**src/rtl/project_switch_sequencer.sv**
```systemverilog
// Owns the per-project clock enable, reset and IO mux select, and runs the
// drain / gate / hold sequence on every change of active project.
module project_switch_sequencer #(
  parameter int NUM_PROJECTS = 8,
  parameter int SEL_W        = 4,
  parameter int RESET_CYCLES = 4,
  parameter int GAP_CYCLES   = 2
) (
  input  logic                    i_clk,
  input  logic                    i_reset_n,
  input  logic                    i_sel_req_valid,
  input  logic [SEL_W-1:0]        i_sel_req_id,
  output logic                    o_sel_req_ready,
  output logic                    o_sel_err,
  output logic [SEL_W-1:0]        o_active_id,
  output logic                    o_busy,
  output logic [NUM_PROJECTS-1:0] o_proj_clk_en,
  output logic [NUM_PROJECTS-1:0] o_proj_reset_n,
  input  logic                    i_wb_strobe,
  output logic [NUM_PROJECTS-1:0] o_proj_wb_update
);

  // state  | meaning
  // BOOT   | project 0 clocked and held in reset after a harness reset
  // ACTIVE | active project runs; select requests accepted
  // DRAIN  | outgoing project clocked and held in reset
  // GATE   | every project clock gated; select switches on the last cycle
  // HOLD   | incoming project clocked and held in reset
  typedef enum logic [2:0] {
    ST_BOOT   = 3'd0,
    ST_ACTIVE = 3'd1,
    ST_DRAIN  = 3'd2,
    ST_GATE   = 3'd3,
    ST_HOLD   = 3'd4
  } state_t;

  localparam logic [SEL_W:0] LP_NUM_PROJ = (SEL_W+1)'(NUM_PROJECTS);
  localparam logic [7:0]     LP_RST_TC   = 8'(RESET_CYCLES - 1);
  localparam logic [7:0]     LP_GAP_TC   = 8'(GAP_CYCLES - 1);

  state_t                  r_state;
  logic [7:0]              r_cnt;
  logic [SEL_W-1:0]        r_active_id;
  logic [SEL_W-1:0]        r_pending;
  logic                    r_boot_wait;
  logic                    r_sel_req_ready;
  logic                    r_sel_err;
  logic                    r_busy;
  logic [NUM_PROJECTS-1:0] r_proj_clk_en;
  logic [NUM_PROJECTS-1:0] r_proj_reset_n;
  logic [NUM_PROJECTS-1:0] r_proj_wb_update;

  state_t                  w_state_nxt;
  logic [7:0]              w_cnt_nxt;
  logic [SEL_W-1:0]        w_active_id_nxt;
  logic [SEL_W-1:0]        w_pending_nxt;
  logic                    w_sel_err_nxt;
  logic                    w_accept;
  logic                    w_id_legal;
  logic                    w_rst_tc;
  logic                    w_gap_tc;
  logic [NUM_PROJECTS-1:0] w_onehot_nxt;
  logic [NUM_PROJECTS-1:0] w_onehot_cur;
  logic [NUM_PROJECTS-1:0] w_clk_en_nxt;
  logic [NUM_PROJECTS-1:0] w_reset_n_nxt;

  assign w_accept   = i_sel_req_valid && r_sel_req_ready;
  assign w_id_legal = ({1'b0, i_sel_req_id} < LP_NUM_PROJ);
  assign w_rst_tc   = (r_cnt == LP_RST_TC);
  assign w_gap_tc   = (r_cnt == LP_GAP_TC);

  always_comb begin
    w_state_nxt     = r_state;
    w_cnt_nxt       = r_cnt;
    w_active_id_nxt = r_active_id;
    w_pending_nxt   = r_pending;
    w_sel_err_nxt   = 1'b0;
    case (r_state)
      // The reset cycle itself shows reset values, so the boot hold window
      // only starts counting on the first clock after release.
      ST_BOOT: begin
        if (r_boot_wait) begin
          w_cnt_nxt = 8'd0;
        end else if (w_rst_tc) begin
          w_cnt_nxt   = 8'd0;
          w_state_nxt = ST_ACTIVE;
        end else begin
          w_cnt_nxt = r_cnt + 8'd1;
        end
      end
      ST_ACTIVE: begin
        if (w_accept) begin
          if (w_id_legal) begin
            w_pending_nxt = i_sel_req_id;
            w_cnt_nxt     = 8'd0;
            w_state_nxt   = ST_DRAIN;
          end else begin
            w_sel_err_nxt = 1'b1;
          end
        end
      end
      ST_DRAIN: begin
        if (w_rst_tc) begin
          w_cnt_nxt   = 8'd0;
          w_state_nxt = ST_GATE;
        end else begin
          w_cnt_nxt = r_cnt + 8'd1;
        end
      end
      ST_GATE: begin
        if (w_gap_tc) begin
          w_active_id_nxt = r_pending;
          w_cnt_nxt       = 8'd0;
          w_state_nxt     = ST_HOLD;
        end else begin
          w_cnt_nxt = r_cnt + 8'd1;
        end
      end
      ST_HOLD: begin
        if (w_rst_tc) begin
          w_cnt_nxt   = 8'd0;
          w_state_nxt = ST_ACTIVE;
        end else begin
          w_cnt_nxt = r_cnt + 8'd1;
        end
      end
      default: begin
        w_cnt_nxt   = 8'd0;
        w_state_nxt = ST_BOOT;
      end
    endcase
  end

  always_comb begin
    w_onehot_nxt = '0;
    w_onehot_cur = '0;
    for (int i = 0; i < NUM_PROJECTS; i++) begin
      w_onehot_nxt[i] = (w_active_id_nxt == SEL_W'(i));
      w_onehot_cur[i] = (r_active_id == SEL_W'(i));
    end
  end

  // Outputs are decoded from the next state so they line up with r_state.
  always_comb begin
    w_clk_en_nxt  = '0;
    w_reset_n_nxt = '0;
    case (w_state_nxt)
      ST_ACTIVE: begin
        w_clk_en_nxt  = w_onehot_nxt;
        w_reset_n_nxt = w_onehot_nxt;
      end
      ST_GATE: begin
        w_clk_en_nxt  = '0;
        w_reset_n_nxt = '0;
      end
      default: begin
        w_clk_en_nxt  = w_onehot_nxt;
        w_reset_n_nxt = '0;
      end
    endcase
  end

  always_ff @(posedge i_clk) begin
    if (!i_reset_n) begin
      r_state          <= ST_BOOT;
      r_cnt            <= 8'd0;
      r_active_id      <= '0;
      r_pending        <= '0;
      r_boot_wait      <= 1'b1;
      r_sel_req_ready  <= 1'b0;
      r_sel_err        <= 1'b0;
      r_busy           <= 1'b1;
      r_proj_clk_en    <= '0;
      r_proj_reset_n   <= '0;
      r_proj_wb_update <= '0;
    end else begin
      r_state          <= w_state_nxt;
      r_cnt            <= w_cnt_nxt;
      r_active_id      <= w_active_id_nxt;
      r_pending        <= w_pending_nxt;
      r_boot_wait      <= 1'b0;
      r_sel_req_ready  <= (w_state_nxt == ST_ACTIVE);
      r_sel_err        <= w_sel_err_nxt;
      r_busy           <= (w_state_nxt != ST_ACTIVE);
      r_proj_clk_en    <= w_clk_en_nxt;
      r_proj_reset_n   <= w_reset_n_nxt;
      // Strobes outside ACTIVE are dropped; an accept in the same cycle still
      // delivers to the outgoing project because r_active_id has not moved.
      r_proj_wb_update <= (r_state == ST_ACTIVE && i_wb_strobe) ? w_onehot_cur : '0;
    end
  end

  assign o_sel_req_ready  = r_sel_req_ready;
  assign o_sel_err        = r_sel_err;
  assign o_active_id      = r_active_id;
  assign o_busy           = r_busy;
  assign o_proj_clk_en    = r_proj_clk_en;
  assign o_proj_reset_n   = r_proj_reset_n;
  assign o_proj_wb_update = r_proj_wb_update;

endmodule

```
**config.mk**
```make
export PLATFORM = sky130hd
export DESIGN_NAME = project_switch_sequencer
export DESIGN_NICKNAME = d
export VERILOG_FILES = /design/src/rtl/project_switch_sequencer.sv
export SDC_FILE = /design/constraint.sdc
export NUM_CORES = 1
export LEC_CHECK = 0
export CORE_MARGIN = 2
export CORE_UTILIZATION = 39
export CTS_BUF_LIST = sky130_fd_sc_hd__clkbuf_4
export CTS_CLUSTER_SIZE = 16
export DETAILED_ROUTE_END_ITERATION = 10
export PLACE_DENSITY = 0.68
export SYNTH_ARGS = -nofsm -noshare
export SYNTH_HDL_FRONTEND = slang
export SYNTH_SLANG_ARGS = --single-unit
```
**constraint.sdc**
```tcl
create_clock -name i_clk -period 2.8 [get_ports i_clk]
set_clock_uncertainty 0.2 [all_clocks]
set_input_delay 0.28 -clock i_clk [delete_from_list [all_inputs] [get_ports i_clk]]
set_output_delay 0.28 -clock i_clk [all_outputs]
set_load 0.01 [all_outputs]
```
==> results by group <==
Logic synthesis
  – Yosys top cell area share: 0.496
  – #FFs+latches synth: 47
  – Mux share of post-synthesis cell area: 0.0376
  – Library cells used by synthesis: 44
  – Yosys Warn Count: 0
  – Post-synth top area cell: dfxtp_1
  – Dominant cells by area after synthesis: dfxtp_1 50%, nor2_1 7.7%, nand2_1 3.6%, mux2i_1 3.2%, nor3b_1 2.8%
  – Post-Synth XOR/XNOR Area: 0
  – Largest family of logic cells by synthesized area: simple AND/OR/NAND/NOR gates
  – Adder-Cell Fraction of Synth Area: 0.0132
  – Sequential area share after synthesis: 0.496
  – Synth async-reset ratio: 0
  – Post-synth EDFFs: 0
  – Mapped cell area: 0.00190 mm²
  – Cells after Synth: 206
  – Synth Flop Type: dfxtp_1
  – Average size of a mapped cell: 9.20 µm²
  – Synth Area in Compound Gates: 0.119
  – Simple-gate portion of the synthesized area: 0.296
  – Total nets after synthesis: 216

Floorplan
  – Core box area: 0.00469 mm²
  – Die footprint: 0.00543 mm²
  – Initial Util: 0.404
  – Row count: 25
  – IO Count: 39
  – Die Y: 73.7 µm
  – Die Wd: 73.7 µm

Route
  – Drt via density: 5.21
  – # DRC: 0
  – Starting DRC count in detailed routing: 60
  – Via count: 1580
  – Routed Antenna Nets: 0
  – DRT Wirelength: 3.91 mm
  – Avg WL per Cell: 12.9 µm
  – DR pass1 iterations: 4

Clock tree
  – Register clock-pin slew on the reported worst setup and hold paths: 0.13 ns
  – CTS max path bufs: 2
  – Post-CTS Setup Bufs: 0
  – CTS resizes: 0
  – Clock root buffer: clkbuf_4
  – CTS tree: built
  – Sink Count: 47
  – CTS H-Tree Depth: 2
  – Num CTS Buffers: 5
  – Post-CTS Hold Fix Bufs: 0
  – Clock latency on the worst-skew pair: 0.35 ns

STA
  – Final Slew Violations: 0
  – Final hold violation count: 0
  – Tcrit/Tclk final: 0.847
  – Worst slew pin tran: 0.758 ns
  – Setup TNS: 0 ns
  – Worst hold slack: 0.276 ns
  – Slew Limit Headroom: 0.495
  – F_max: 422 MHz
  – RSZ-0062 raised after global routing: false
  – # setup viols final: 0
  – Min Clock Period, post-route: 2.37 ns

Critical path
  – Max incr delay on CP: 0.55 ns
  – CP Data Arrival Time: 2.42 ns
  – Setup crit end kind: flip-flop
  – Worst path slowest cell: nor3b_1
  – Crit Path Max Fanout: 10
  – Crit start category: flip-flop
  – CP required: 2.85 ns
  – CP cell instances: nor3b_1 > o21a_1 > a211oi_2 > nand2b_1 > or2_1
  – Setup Crit Path Kind: reg2reg

Global routing
  – Largest net degree at the start of global routing: 15
  – Busiest layer in global routing: met2
  – GR Util met2: 0.269
  – Initial antenna violation count: 0
  – Total global-route track usage: 0.156
  – GRT met1 Usage: 0.191
  – Global route total overflow: 0
  – Vias in the first global route: 1429
  – Met3 usage: 0.0398
  – First-pass GRT wire length: 6.51 mm

Run
  – Maxcap violations: 0

Final layout
  – Diode count: 0
  – Layout cells sized above 1: 0.0843
  – Finished Cell Area: 0.00243 mm²
  – Most common cell after layout, fill and taps aside: dfxtp_1
  – Area grow syn2layout: 28.4%
  – Most frequent cells in the layout: 47 x dfxtp_1, 39 x nor2_1, 38 x clkdlybuf4s50_1, 18 x nand2_1, 8 x nor3_1
  – Cell Count, Final, Fillers Out: 303
  – Fill cells: 456
  – NumNets Final: 258

Min path
  – Hold Path Class: reg2reg

Placement
  – Post-DP HPWL: 2.91 mm
  – Post-DP Area: 0.00233 mm²
  – Placed cell count: 295
  – Final Wtd Congestion: 0.805
  – IO Port Bufs: 38

Pwr
  – PwrDens: 502 mW/mm²
  – Peak supply drop: 283 µV
  – Leakage: 0.000888 µW

Status
  – Status: finished clean
[cells by family (layout without fill, tap and decap cells)]
kind of cell | Yosys count | in the layout
compound gates | 32 | 32
simple gates | 105 | 105
fa+ha+maj | 2 | 2
buf+inv | 13 | 56
flops | 47 | 47
mux | 7 | 7
[layout make-up]
class                           instances  area, µm²  area share
Multi-Input combinational cell        146        883       0.363
Timing Repair Buffer                   43        418       0.172
Clock buffer                            6       45.0      0.0185
Tap cell                               54       67.6      0.0278
Inverter                                5       18.8     0.00771
Sequential cell                        47        941       0.387
Clock inverter                          2       60.1      0.0247
[path summary, 6_finish.rpt]
path,startpoint,to,slack [ns],cells past startpoint
min reg2reg,r_pending[3]$_SDFFE_PN0P_,r_pending[3]$_SDFFE_PN0P_,0.28,2
max reg2reg,r_state[0]$_SDFF_PN0_,o_busy$_SDFF_PN1_,0.43,5
min,r_pending[3]$_SDFFE_PN0P_,r_pending[3]$_SDFFE_PN0P_,0.28,2
max,r_state[0]$_SDFF_PN0_,o_busy$_SDFF_PN1_,0.43,5
[flip-flops by register name (all words and copies together), names as in the netlist, 3 cells and up]
signal	count
r_state	3
o_proj_clk_en	8
o_proj_wb_update	8
r_pending	4
o_active_id	4
o_proj_reset_n	8
r_cnt	8
[per-stage QoR]
stage	setup WS [ns]	util	total power, µW
floorplan	0.892	-	718
global placement	0.479	0.496	743
detailed placement	0.475	0.496	744
CTS	0.445	0.519	1240
global route	0.270	0.519	1270
finish	0.429	0.519	1220
[worst max-delay path: cells and delay by family, from the launching register on]
| family | cells | cell delay, ns |
|---|---|---|
| flip-flops | 1 | 0.50 |
| AND/OR/NAND/NOR | 3 | 1.18 |
| AO/OA/AOI/OAI | 2 | 0.39 |
[cell usage after synthesis (all sizes together) (5+ instances only)]
| master | n |
|---|---|
| dfxtp | 47 |
| nor2 | 39 |
| nand2 | 18 |
| nor3 | 9 |
| nor3b | 9 |
| a21oi | 7 |
| a31oi | 6 |
| buf | 6 |
| mux2i | 6 |
| nand2b | 5 |
[layer usage]
metal  part of all wire  routed length (µm)
met5                  0                   0
met4              0.012                  46
met3              0.053                 208
met2               0.48                1880
met1               0.45                1780
[report_power, final]
part | switching (µW) | total, µW | internal, µW
clock network | 205 | 493 | 288
logic | 25.4 | 50.5 | 25.1
registers | 5.48 | 679 | 673
total | 235 | 1220 | 986
(Power assumes the default switching activity.)
